===== config.mk =====
export PLATFORM = sky130hd
export DESIGN_NAME = multicycle_ctrl
export DESIGN_NICKNAME = d
export VERILOG_FILES = /design/src/rtl/multicycle_ctrl.sv
export SDC_FILE = /design/constraint.sdc
export NUM_CORES = 1
export LEC_CHECK = 0
export ABC_AREA = 1
export BUFFER_PORTS_ARGS = -buffer_cell sky130_fd_sc_hd__buf_2
export CAP_MARGIN = 15
export CORE_ASPECT_RATIO = 0.6
export CORE_MARGIN = 2
export CORE_UTILIZATION = 35
export DETAILED_ROUTE_END_ITERATION = 16
export SYNTH_ARGS = -nofsm -noshare
export SYNTH_HDL_FRONTEND = slang
export SYNTH_SLANG_ARGS = --single-unit

===== constraint.sdc =====
create_clock -name clk -period 1.56 [get_ports clk]
set_clock_uncertainty 0.1 [all_clocks]
set_input_delay 0.078 -clock clk [delete_from_list [all_inputs] [get_ports clk]]
set_output_delay 0.078 -clock clk [all_outputs]
set_load 0.01 [all_outputs]

===== src/rtl/multicycle_ctrl.sv =====
// multicycle_ctrl: fetch/decode/exec/mem/wb control FSM for the 5-bit-opcode datapath; HALT trap built only with `ILLEGAL_TRAP_EN`.
// 3-5 cycles per instruction plus stalls; mem_req is held until mem_ready, EXEC waits on md_done up to MD_TIMEOUT cycles.
module multicycle_ctrl #(
  parameter int CNT_W      = 16,
  parameter int MD_TIMEOUT = 32
) (
  input  logic             clk,
  input  logic             rst_n,
  input  logic [4:0]       opcode_i,
  input  logic             cmp_zero_i,
  input  logic             cmp_gt_i,
  input  logic             md_done_i,
  input  logic             mem_ready_i,
  output logic             mem_req_o,
  output logic             mem_we_o,
  output logic             addr_sel_o,
  output logic             ir_write_o,
  output logic             pc_write_o,
  output logic [1:0]       pc_src_o,
  output logic             alu_src_imm_o,
  output logic             alu_start_o,
  output logic             reg_write_o,
  output logic             wb_sel_o,
  output logic [2:0]       state_o,
  output logic [CNT_W-1:0] retired_o,
  output logic             err_o,
  output logic             illegal_o
);

  localparam logic [2:0] FETCH  = 3'd0;
  localparam logic [2:0] DECODE = 3'd1;
  localparam logic [2:0] EXEC   = 3'd2;
  localparam logic [2:0] MEM    = 3'd3;
  localparam logic [2:0] WB     = 3'd4;
`ifdef ILLEGAL_TRAP_EN
  localparam logic [2:0] HALT   = 3'd5;
`endif

  localparam int MD_CW = $clog2(MD_TIMEOUT + 1);

  logic [2:0]       state_q, state_d;
  logic [MD_CW-1:0] md_cnt_q, md_cnt_d;
  logic [CNT_W-1:0] retired_q;
  logic             err_q;
  logic             retire, err_set, ill_set;
  logic             legal, is_md, is_lw, is_sw, is_j, is_jr, br_taken;

  always_comb begin
    legal = 1'b0;
    case (opcode_i)
      5'h01, 5'h02, 5'h03, 5'h04, 5'h05, 5'h06, 5'h07,
      5'h09, 5'h0A, 5'h0C, 5'h0D, 5'h0E, 5'h0F,
      5'h10, 5'h11, 5'h12, 5'h13, 5'h14, 5'h15, 5'h16, 5'h17: legal = 1'b1;
      default: legal = 1'b0;
    endcase
  end

  assign is_md = !opcode_i[4] && (opcode_i[2:1] == 2'b11);
  assign is_lw = (opcode_i == 5'h12);
  assign is_sw = (opcode_i == 5'h13);
  assign is_jr = (opcode_i == 5'h16);
  assign is_j  = (opcode_i == 5'h17);
  assign br_taken = ((opcode_i == 5'h14) &&  cmp_zero_i) ||
                    ((opcode_i == 5'h15) && !cmp_zero_i) ||
                    ((opcode_i == 5'h10) &&  cmp_gt_i);

  // Enables are qualified by rst_n so they fall the instant reset asserts, not at the next edge.
  always_comb begin
    state_d       = state_q;
    md_cnt_d      = '0;
    retire        = 1'b0;
    err_set       = 1'b0;
    ill_set       = 1'b0;
    mem_req_o     = 1'b0;
    mem_we_o      = 1'b0;
    addr_sel_o    = 1'b0;
    ir_write_o    = 1'b0;
    pc_write_o    = 1'b0;
    pc_src_o      = 2'b00;
    alu_src_imm_o = 1'b0;
    alu_start_o   = 1'b0;
    reg_write_o   = 1'b0;
    wb_sel_o      = 1'b0;
    if (rst_n) begin
      case (state_q)
        FETCH: begin
          mem_req_o = 1'b1;
          if (mem_ready_i) begin
            ir_write_o = 1'b1;
            pc_write_o = 1'b1;
            state_d    = DECODE;
          end
        end
        DECODE: begin
          if (legal) begin
            state_d = EXEC;
          end else begin
`ifdef ILLEGAL_TRAP_EN
            ill_set = 1'b1;
            state_d = HALT;
`else
            retire  = 1'b1;
            state_d = FETCH;
`endif
          end
        end
        EXEC: begin
          alu_src_imm_o = opcode_i[3] | is_lw | is_sw;
          if (is_md) begin
            alu_start_o = (md_cnt_q == '0);
            md_cnt_d    = md_cnt_q + MD_CW'(1);
            if (md_done_i) begin
              md_cnt_d = '0;
              state_d  = WB;
            end else if (md_cnt_q == MD_CW'(MD_TIMEOUT - 1)) begin
              md_cnt_d = '0;
              err_set  = 1'b1;
              state_d  = FETCH;
            end
          end else if (opcode_i == 5'h10 || opcode_i == 5'h14 || opcode_i == 5'h15) begin
            pc_write_o = br_taken;
            pc_src_o   = br_taken ? 2'b01 : 2'b00;
            retire     = 1'b1;
            state_d    = FETCH;
          end else if (is_j || is_jr) begin
            pc_write_o = 1'b1;
            pc_src_o   = is_j ? 2'b10 : 2'b11;
            retire     = 1'b1;
            state_d    = FETCH;
          end else if (is_lw || is_sw) begin
            state_d = MEM;
          end else begin
            state_d = WB;
          end
        end
        MEM: begin
          mem_req_o  = 1'b1;
          addr_sel_o = 1'b1;
          mem_we_o   = is_sw;
          if (mem_ready_i) begin
            retire  = is_sw;
            state_d = is_sw ? FETCH : WB;
          end
        end
        WB: begin
          reg_write_o = 1'b1;
          wb_sel_o    = is_lw;
          retire      = 1'b1;
          state_d     = FETCH;
        end
`ifdef ILLEGAL_TRAP_EN
        HALT: state_d = HALT;
`endif
        default: state_d = FETCH;
      endcase
    end
  end

  always_ff @(posedge clk or negedge rst_n) begin
    if (!rst_n) begin
      state_q   <= FETCH;
      md_cnt_q  <= '0;
      retired_q <= '0;
      err_q     <= 1'b0;
    end else begin
      state_q  <= state_d;
      md_cnt_q <= md_cnt_d;
      if (retire) retired_q <= retired_q + CNT_W'(1);
      if (err_set) err_q <= 1'b1;
    end
  end

`ifdef ILLEGAL_TRAP_EN
  logic illegal_q;
  always_ff @(posedge clk or negedge rst_n) begin
    if (!rst_n)       illegal_q <= 1'b0;
    else if (ill_set) illegal_q <= 1'b1;
  end
  assign illegal_o = illegal_q;
`else
  assign illegal_o = 1'b0;
`endif

  assign state_o   = state_q;
  assign retired_o = retired_q;
  assign err_o     = err_q;

endmodule


==> impl_metrics.env, run 1 <==
export IMPL_critPathCaptureType="output port"
export IMPL_ant_nets=0
export IMPL_layout_min_cycle_time_ns=1.843
export IMPL_total_power_uw=2688
export IMPL_seq_area_frac_synth_pct=33.99
export IMPL_hold_class="primary input to flop"
export IMPL_die_width_um=99.48
export IMPL_die_h_um=61.29
export IMPL_timing_final_crit_share_pct=118.1
export IMPL_syn_area_sq_um=1914
export IMPL_antenna_found_initial=0
export IMPL_cap_viol_max_count=0
export IMPL_cts_tree="yes"
export IMPL_grtUsageMet1_pct=29.69
export IMPL_p_switching_uw=1006
export IMPL_grt_pass1_vias=1724
export IMPL_setup_ws_ns=-0.2831
export IMPL_power_density_nw_per_um2=1029
export IMPL_hold_ws_ns=0.1374
export IMPL_slew_violations=0
export IMPL_initialDrtViolationCount=162
export IMPL_num_antenna_cells=0
export IMPL_max_vdd_ir_drop_uv=553.1
export IMPL_grt_first_pass_wirelength_um=8597
export IMPL_vias=2076
export IMPL_grt_max_degree=46
export IMPL_clk_pin_slew_ns=0.09
export IMPL_wirelength_um=5300
export IMPL_leakage_uw=0.001392
export IMPL_grt_usage_pct=18.11
export IMPL_holdPathStages=5
export IMPL_finalSetupViolCount=27
export IMPL_syn_num_nets=301
export IMPL_cp_required_ns=1.38
export IMPL_start_kind="flop"
export IMPL_synth_warnings=0
export IMPL_dieArea_sq_um=6096
export IMPL_sequentialPowerShare_pct=31.7
export IMPL_critPathMaxFanout=4
export IMPL_grt_util_met3_pct=3.632
export IMPL_synth_seq_cells=26
export IMPL_grt_busiest_layer="met1"
export IMPL_finalHoldViolations=0
export IMPL_synthCells=283
export IMPL_io_pins=43
export IMPL_min_from="md_done_i"
export IMPL_drive_above_1_share_pct=30.14
export IMPL_path_class="flop to output port"
export IMPL_initial_core_util_pct=37.14
export IMPL_reg2reg_from="state_o[2]"
export IMPL_r2r_end="retired_o[5]"
export IMPL_failed_checks="setup timing"
export IMPL_clock_root_buffer="clkbuf_8"
export IMPL_rsz0062_at_grt="true"
export IMPL_core_area_sq_um=5155
export IMPL_tns_ns=-3.616
export IMPL_pwr_share_clk_pct=21.1
export IMPL_cts_buffers=3
export IMPL_min_to="md_cnt_q[1]"
export IMPL_vias_per_cell=4.931
export IMPL_cts_max_level=1
export IMPL_dp_cells=405
export IMPL_clock_path_buffers=2
export IMPL_place_congestion=0.8893
export IMPL_syn_area_per_cell_sq_um=6.764
export IMPL_worstPathArrival_ns=1.67
export IMPL_grt_util_met2_pct=23.75
export IMPL_p_comb_share_pct=47.3
export IMPL_max_clock_freq_ghz=0.5426
export IMPL_insertion_delay_ns=0.28
export IMPL_firstDrtPassIters=7
export IMPL_final_nets=374
export IMPL_synth_cell_types=30
export IMPL_hpwl_um=3968
export IMPL_wl_per_cell_um=12.59
export IMPL_timing_reg2reg_setup_slack_ns=-0.16
export IMPL_run_status="complete, but fails checks"
export IMPL_rows=20
export IMPL_final_cells=421
export IMPL_io_buffer_count=41
export IMPL_p_int_uw=1682
export IMPL_syn2layout_area_growth_pct=36.40
export IMPL_drc_errors=0
export IMPL_power_share_switching_pct=37.42
export IMPL_overflow=0
export IMPL_cts_sinks=26
export IMPL_fill_cells=506
export IMPL_reg2reg_depth=9
-- layout by cell type, fill, tap and decap left out, drive strengths merged --
cell and count:
o21ai 5, a21oi 1, nor2 36, o21bai 2, clkinv 1, nand2 95, dfrtp 26, a31oi 1
ha 7, conb 1, nand3 39, inv 34, clkbuf 3, xor2 6, nor4 2, bufinv 1
dlygate4sd3 1, buf 73, nor3 6, nor3b 2, nand3b 1, xnor2 5, nand4 7
-- cell usage after synthesis --
master | n | share of area [%]
nand3_4 | 1 | 0.92
nor2_4 | 1 | 0.59
xor2_1 | 6 | 2.7
nor3_1 | 6 | 1.6
nor3b_1 | 2 | 0.78
buf_2 | 1 | 0.26
inv_2 | 3 | 0.59
clkbuf_1 | 3 | 0.59
nor4_1 | 2 | 0.65
nand3_2 | 3 | 1.6
nand2_2 | 1 | 0.33
nor2_2 | 4 | 1.3
buf_6 | 2 | 1.2
clkinv_1 | 1 | 0.20
nand2_4 | 1 | 0.59
nand3_1 | 35 | 9.2
conb_1 | 1 | 0.20
nand2_1 | 92 | 18
o21bai_1 | 2 | 0.78
nor2_1 | 31 | 6.1
buf_4 | 1 | 0.39
xnor2_1 | 5 | 2.3
o21ai_0 | 5 | 1.3
ha_1 | 7 | 4.6
a31oi_1 | 1 | 0.33
dfrtp_1 | 26 | 34
nand3b_1 | 1 | 0.39
nand4_1 | 7 | 2.3
a21oi_1 | 1 | 0.26
inv_1 | 31 | 6.1
-- layer usage --
| metal | vias up | share of wire [%] | wire, um |
|---|---|---|---|
| li1 | 1047 | - | - |
| met1 | 954 | 54 | 2861 |
| met2 | 68 | 38 | 1989 |
| met3 | 7 | 7.5 | 397 |
| met4 | 0 | 0.96 | 51 |
| met5 | - | 0 | 0 |
-- per-stage QoR --
step / area (sq um) / util (%) / worst slack, ns
final: 2611 / 50.66 / -0.2831
after global routing: 2611 / 50.66 / -0.3682
after CTS: 2529 / 49.05 / -0.2367
after detailed placement: 2333 / 45.27 / -0.07562
after global placement: 2333 / 45.27 / -0.02360
after floorplan: 1914 / - / 0.003329
-- flip-flops by register name, summed over array words and instances (netlist names) --
register   count
retired_o     16
md_cnt_q       6
state_o        3
err_o          1
-- cells by family (layout without fill, tap and decap cells) --
logic type | after synthesis | count (layout) | share of synthesized area, %
compound gates | 9 | 9 | 2.679
xor+xnor | 11 | 11 | 5.033
fa+ha+maj | 7 | 7 | 4.575
buf+inv | 42 | 113 | 9.281
flops | 26 | 26 | 33.99
other cells | 1 | 1 | 0.1959
simple gates | 187 | 188 | 44.25
-- final cells by class --
type | instances | area (sq um) | area share, %
Clock buffer | 3 | 41.29 | 1.581
Clock inverter | 1 | 30.03 | 1.150
Inverter | 35 | 131.4 | 5.031
Multi-Input combinational cell | 216 | 1172 | 44.90
Sequential cell | 26 | 651.9 | 24.96
Tap cell | 66 | 82.58 | 3.162
Timing Repair Buffer | 74 | 501.7 | 19.21
-- worst max-delay path by stage --
| stage | end | depth (start not counted) | startpoint | slack [ns] |
|---|---|---|---|---|
| after floorplan | alu_start_o | 7 | state_o[0] | 0.003 |
| after global placement | retired_o[6] | 12 | opcode_i[0] | -0.02 |
| after detailed placement | state_o[1] | 8 | md_cnt_q[1] | -0.08 |
| after CTS | alu_start_o | 8 | state_o[0] | -0.24 |
| after global routing | alu_start_o | 8 | state_o[2] | -0.37 |
| final | pc_src_o[1] | 7 | state_o[2] | -0.28 |
-- repair_timing --
item | in CTS | in global routing
buffers inserted | 7 | 4
hold buffers | 1 | 0
cloned | 1 | 0
endpoints found under the setup margin | 29 | 34
pin swaps | 6 | 5
hold endpoints to repair | 26 | 0
resized for setup | 14 | 16
-- power groups by stage --
stage	combinational, uW	clock (uW)	sequential (uW)
CTS	1170	580	845
floorplan	510	0	891
finish	1270	567	851
global placement	971	0	854
global route	1380	607	867
detailed placement	975	0	853
-- worst max-delay path: stages (launching register included) --
cell and delay [ns]:
dfrtp_1 0.43, nor2_2 0.15, inv_2 0.06, nor2_4 0.10, inv_2 0.07, buf_6 0.12
nor4_2 0.28, buf_2 0.18
Power figures use the tool's default switching activity.
==> run 2: changes to the inputs <==
--- a/config.mk
+++ b/config.mk
@@ -15,3 +15,4 @@
 export SYNTH_ARGS = -nofsm -noshare
 export SYNTH_HDL_FRONTEND = slang
 export SYNTH_SLANG_ARGS = --single-unit
+export TNS_END_PERCENT = 5
==> impl_metrics.env, run 2 (synthesis results as in run 1) <==
export IMPL_hpwl_um=3968
export IMPL_hold_class="primary input to flop"
export IMPL_die_width_um=99.48
export IMPL_holdPathStages=5
export IMPL_cp_required_ns=1.38
export IMPL_overflow=0
export IMPL_initial_core_util_pct=37.14
export IMPL_grt_usage_pct=17.58
export IMPL_layout_min_cycle_time_ns=1.832
export IMPL_m1WireLength_um=2901
export IMPL_grt_max_degree=45
export IMPL_ant_nets=0
export IMPL_worstPathArrival_ns=1.65
export IMPL_timing_reg2reg_setup_slack_ns=-0.11
export IMPL_min_from="md_done_i"
export IMPL_fill_cells=532
export IMPL_leakage_uw=0.001328
export IMPL_routed_wl_met2_um=1815
export IMPL_largest_register_ffs=16
export IMPL_dieArea_sq_um=6096
export IMPL_cap_viol_max_count=0
export IMPL_final_nets=365
export IMPL_min_to="md_cnt_q[1]"
export IMPL_seq_area_sq_um=653.1
export IMPL_finalSetupViolCount=31
export IMPL_critPathMaxFanout=4
export IMPL_cts_max_level=1
export IMPL_clk_pin_slew_ns=0.09
export IMPL_layout_common_cells="92 x nand2_1, 41 x buf_2, 34 x nand3_1"
export IMPL_timing_final_crit_share_pct=117.5
export IMPL_insertion_delay_ns=0.28
export IMPL_wirelength_um=5079
export IMPL_clock_path_buffers=2
export IMPL_final_core_util_pct=48.03
export IMPL_num_antenna_cells=0
export IMPL_grt_pass1_vias=1689
export IMPL_rsz0062_at_grt="true"
export IMPL_slew_violations=0
export IMPL_finalHoldViolations=0
export IMPL_io_buffer_count=41
export IMPL_power_density_nw_per_um2=998.9
export IMPL_setup_ws_ns=-0.2724
export IMPL_hold_ws_ns=0.1366
export IMPL_run_status="complete, but fails checks"
export IMPL_routed_top_layer="met4"
export IMPL_path_class="flop to output port"
export IMPL_placed_cell_area_sq_um=2333
export IMPL_wl_met3_um=337
export IMPL_start_kind="flop"
export IMPL_critPathCaptureType="output port"
export IMPL_place_congestion=0.8893
export IMPL_firstDrtPassIters=4
export IMPL_cts_sinks=26
export IMPL_wl_per_cell_um=12.33
export IMPL_dp_cells=405
export IMPL_vias_per_cell=4.811
export IMPL_syn2layout_area_growth_pct=29.35
export IMPL_die_h_um=61.29
export IMPL_initialDrtViolationCount=157
export IMPL_reg2reg_from="md_cnt_q[1]"
export IMPL_rows=20
export IMPL_layout_commonest_cell="nand2_1"
export IMPL_vias=1982
export IMPL_fin_area_sq_um=2476
export IMPL_core_area_sq_um=5155
export IMPL_total_power_uw=2473
export IMPL_cts_tree="yes"
export IMPL_max_vdd_ir_drop_uv=526.3
export IMPL_final_cells=412
export IMPL_io_pins=43
export IMPL_r2r_end="md_cnt_q[3]"
export IMPL_antenna_found_initial=0
export IMPL_multi_input_area_sq_um=1126
export IMPL_drive_above_1_share_pct=27.17
export IMPL_failed_checks="setup timing"
export IMPL_drc_errors=0
export IMPL_cts_buffers=3
export IMPL_grt_first_pass_wirelength_um=8369
export IMPL_reg2reg_depth=8
export IMPL_clock_root_buffer="clkbuf_8"
export IMPL_max_clock_freq_ghz=0.5457
[run 2: area by class of cell]
type                       instances  share of cell area, %
inverter                          35                  5.306
tap                               66                  3.335
multi-input combinational        215                  45.48
clock buffer                       3                  1.668
sequential                        26                  26.38
clock inverter                     1                  1.213
timing repair buffer              66                  16.62
[run 2: worst max-delay path by stage]
stage / start / to / slack, ns / depth (start not counted)
after floorplan: state_o[0] / alu_start_o / 0.003 / 7
after global placement: opcode_i[0] / retired_o[6] / -0.02 / 12
after detailed placement: md_cnt_q[1] / state_o[1] / -0.08 / 8
after CTS: state_o[0] / alu_start_o / -0.24 / 8
after global routing: state_o[2] / alu_start_o / -0.37 / 8
final: state_o[2] / alu_start_o / -0.27 / 8
[run 2: what timing repair did]
action,4_1_cts,5_1_grt
hold buffers,1,0
pin swaps,2,4
gates resized for setup,5,10
buffers inserted,1,1
endpoints found under the hold margin,26,0
setup endpoints to repair,29,35
[run 2: per-layer routing]
metal / vias to the layer above / global-route usage, %
met5: - / 0
met4: 0 / 3.914
met3: 2 / 3.746
met2: 59 / 22.78
met1: 899 / 28.93
li1: 1022 / -
[run 2: worst max-delay path, stage by stage (launching register included)]
cell and delay [ns]:
dfrtp_1 0.42, nor2_2 0.15, inv_2 0.06, nor2_4 0.09, inv_2 0.06, nor2_4 0.11, inv_2 0.06, nor4_4 0.25
buf_2 0.17
[run 2: where the power goes]
part / switching (uW) / leakage (uW) / internal [uW] / total, uW
Combinational: 607 / 0.000939 / 445 / 1050
Clock: 227 / 0.0000357 / 344 / 571
Sequential: 96.9 / 0.000353 / 753 / 850
Total: 931 / 0.00133 / 1540 / 2470
[run 2: through the flow]
step / setup slack, ns / TNS, ns
after CTS: -0.2384 / -2.146
after global placement: -0.02360 / -0.08104
after detailed placement: -0.07562 / -0.6763
after global routing: -0.3663 / -7.037
final: -0.2724 / -2.977
after floorplan: 0.003329 / 0
==> run 3: changes to the inputs <==
--- a/config.mk
+++ b/config.mk
@@ -15,4 +15,4 @@
 export SYNTH_ARGS = -nofsm -noshare
 export SYNTH_HDL_FRONTEND = slang
 export SYNTH_SLANG_ARGS = --single-unit
-export TNS_END_PERCENT = 5
+export TNS_END_PERCENT = 50
==> impl_metrics.env, run 3 (synthesis results as in run 1) <==
export IMPL_dp_cells=405
export IMPL_hold_class="primary input to flop"
export IMPL_cts_max_level=1
export IMPL_run_status="complete, but fails checks"
export IMPL_finalSetupViolCount=27
export IMPL_num_antenna_cells=0
export IMPL_syn2layout_area_growth_pct=36.01
export IMPL_grt_max_degree=46
export IMPL_cap_viol_max_count=0
export IMPL_max_vdd_ir_drop_uv=551.8
export IMPL_dieArea_sq_um=6096
export IMPL_p_int_uw=1670
export IMPL_cp_required_ns=1.38
export IMPL_wl_per_cell_um=12.56
export IMPL_die_width_um=99.48
export IMPL_final_core_util_pct=50.51
export IMPL_ant_nets=0
export IMPL_vias=2059
export IMPL_hpwl_um=3968
export IMPL_cts_buffers=3
export IMPL_worstPathArrival_ns=1.66
export IMPL_path_class="flop to output port"
export IMPL_grt_first_pass_wirelength_um=8569
export IMPL_core_area_sq_um=5155
export IMPL_grt_usage_pct=18.06
export IMPL_initialDrtViolationCount=177
export IMPL_drive_above_1_share_pct=30.14
export IMPL_pwr_share_clk_pct=21.3
export IMPL_cp_cell_sequence="nor2_2, inv_2, nor2_4, inv_2, buf_6, nor4_2, buf_2"
export IMPL_failed_checks="setup timing"
export IMPL_max_clock_freq_ghz=0.5440
export IMPL_power_density_nw_per_um2=1025
export IMPL_path_buf_inv=4
export IMPL_io_buffer_count=41
export IMPL_power_share_switching_pct=37.45
export IMPL_overflow=0
export IMPL_critPathCaptureType="output port"
export IMPL_drc_errors=0
export IMPL_rsz0062_at_grt="true"
export IMPL_clock_path_buffers=2
export IMPL_layout_min_cycle_time_ns=1.838
export IMPL_final_nets=374
export IMPL_critPathMaxFanout=4
export IMPL_slew_violations=0
export IMPL_path_delay_family="simple AND/OR/NAND/NOR gates"
export IMPL_io_pins=43
export IMPL_rows=20
export IMPL_p_switching_uw=999.6
export IMPL_die_h_um=61.29
export IMPL_cts_tree="yes"
export IMPL_wirelength_um=5286
export IMPL_finalHoldViolations=0
export IMPL_hold_ws_ns=0.1326
export IMPL_start_kind="flop"
export IMPL_p_comb_share_pct=46.9
export IMPL_final_cells=421
export IMPL_slowest_stage="dfrtp_1"
export IMPL_timing_final_crit_share_pct=117.8
export IMPL_layout_commonest_cell="nand2_1"
export IMPL_antenna_found_initial=0
export IMPL_largest_register_ffs=16
export IMPL_initial_core_util_pct=37.14
export IMPL_cts_sinks=26
export IMPL_cpMostUsedCell="inv_2"
export IMPL_vias_per_cell=4.891
export IMPL_grt_pass1_vias=1721
export IMPL_setup_ws_ns=-0.2784
export IMPL_clock_root_buffer="clkbuf_8"
export IMPL_slowest_delay_ns=0.42
export IMPL_insertion_delay_ns=0.28
export IMPL_clk_pin_slew_ns=0.09
export IMPL_sequentialPowerShare_pct=31.9
export IMPL_leakage_uw=0.001390
export IMPL_layout_common_cells="91 x nand2_1, 41 x buf_2, 32 x nand3_1"
export IMPL_firstDrtPassIters=5
export IMPL_place_congestion=0.8893
==> run 3: cell types whose count changed in the layout (fill, tap and decap cells not counted), moves of 2 or more <==
cell / before / now
buf_4: 22 / 24
buf_6: 1 / 7
nand3_1: 34 / 32
nand3_2: 4 / 6
==> run 3: worst register-to-register path, cell delays in order, from the launching register on <==
cell and delay [ns]:
dfrtp_1 0.42, buf_4 0.14, buf_4 0.12, inv_1 0.05, nor3_1 0.06, nor2_2 0.17
nand3_4 0.20, buf_6 0.21, nand3_1 0.07, nand2_1 0.06
==> run 3: path summary, 6_finish.rpt <==
check / startpoint / endpoint / cells past startpoint / slack, ns
setup / recovery: state_o[2] / pc_src_o[1] / 7 / -0.28
hold / removal: md_done_i / md_cnt_q[1] / 5 / 0.13
setup reg to reg: state_o[2] / retired_o[5] / 9 / -0.14
hold reg to reg: err_o / err_o / 1 / 0.40
max in group asynchronous: rst_n / state_o[1] / 3 / 0.88
min in group asynchronous: rst_n / err_o / 3 / 0.26
==> run 3: power by group through the flow <==
stage / registers [uW] / logic (uW) / clock network, uW
2_1_floorplan: 891 / 510 / 0
3_3_place_gp: 854 / 971 / 0
3_5_place_dp: 853 / 975 / 0
4_1_cts: 845 / 1160 / 580
5_1_grt: 866 / 1360 / 607
6_report: 850 / 1250 / 567
==> run 3: area by class of cell <==
cell class                 instances  area (sq um)
clock buffer                       3         41.29
clock inverter                     1         30.03
fill                             507          2551
inverter                          35         131.4
multi-input combinational        216          1172
sequential                        26         651.9
tap                               66         82.58
timing repair buffer              74         494.2
==> run 3: per-layer routing <==
metal / GRT usage, % / vias to the layer above / wire length [um]
met5: 0 / - / 0
li1: - / 1043 / -
met3: 3.632 / 4 / 365
met1: 29.69 / 943 / 2896
met2: 23.55 / 69 / 1984
met4: 4.110 / 0 / 40
==> run 3: repair_timing <==
item | in CTS | in global routing
hold endpoints to repair | 26 | 0
endpoints found under the setup margin | 29 | 34
pin swaps | 6 | 6
cloned | 1 | 0
resized for setup | 14 | 14
buffers inserted | 6 | 5
hold buffers | 1 | 0
==> run 3: through the flow <==
stage	setup slack (ns)	instance area, sq um	setup TNS (ns)	power (uW)
after floorplan	0.003329	1914	0	1401
after global placement	-0.02360	2333	-0.08104	1825
after detailed placement	-0.07562	2333	-0.6763	1827
after CTS	-0.2367	2521	-1.986	2585
after global routing	-0.3634	2604	-6.826	2835
final	-0.2784	2604	-3.341	2669
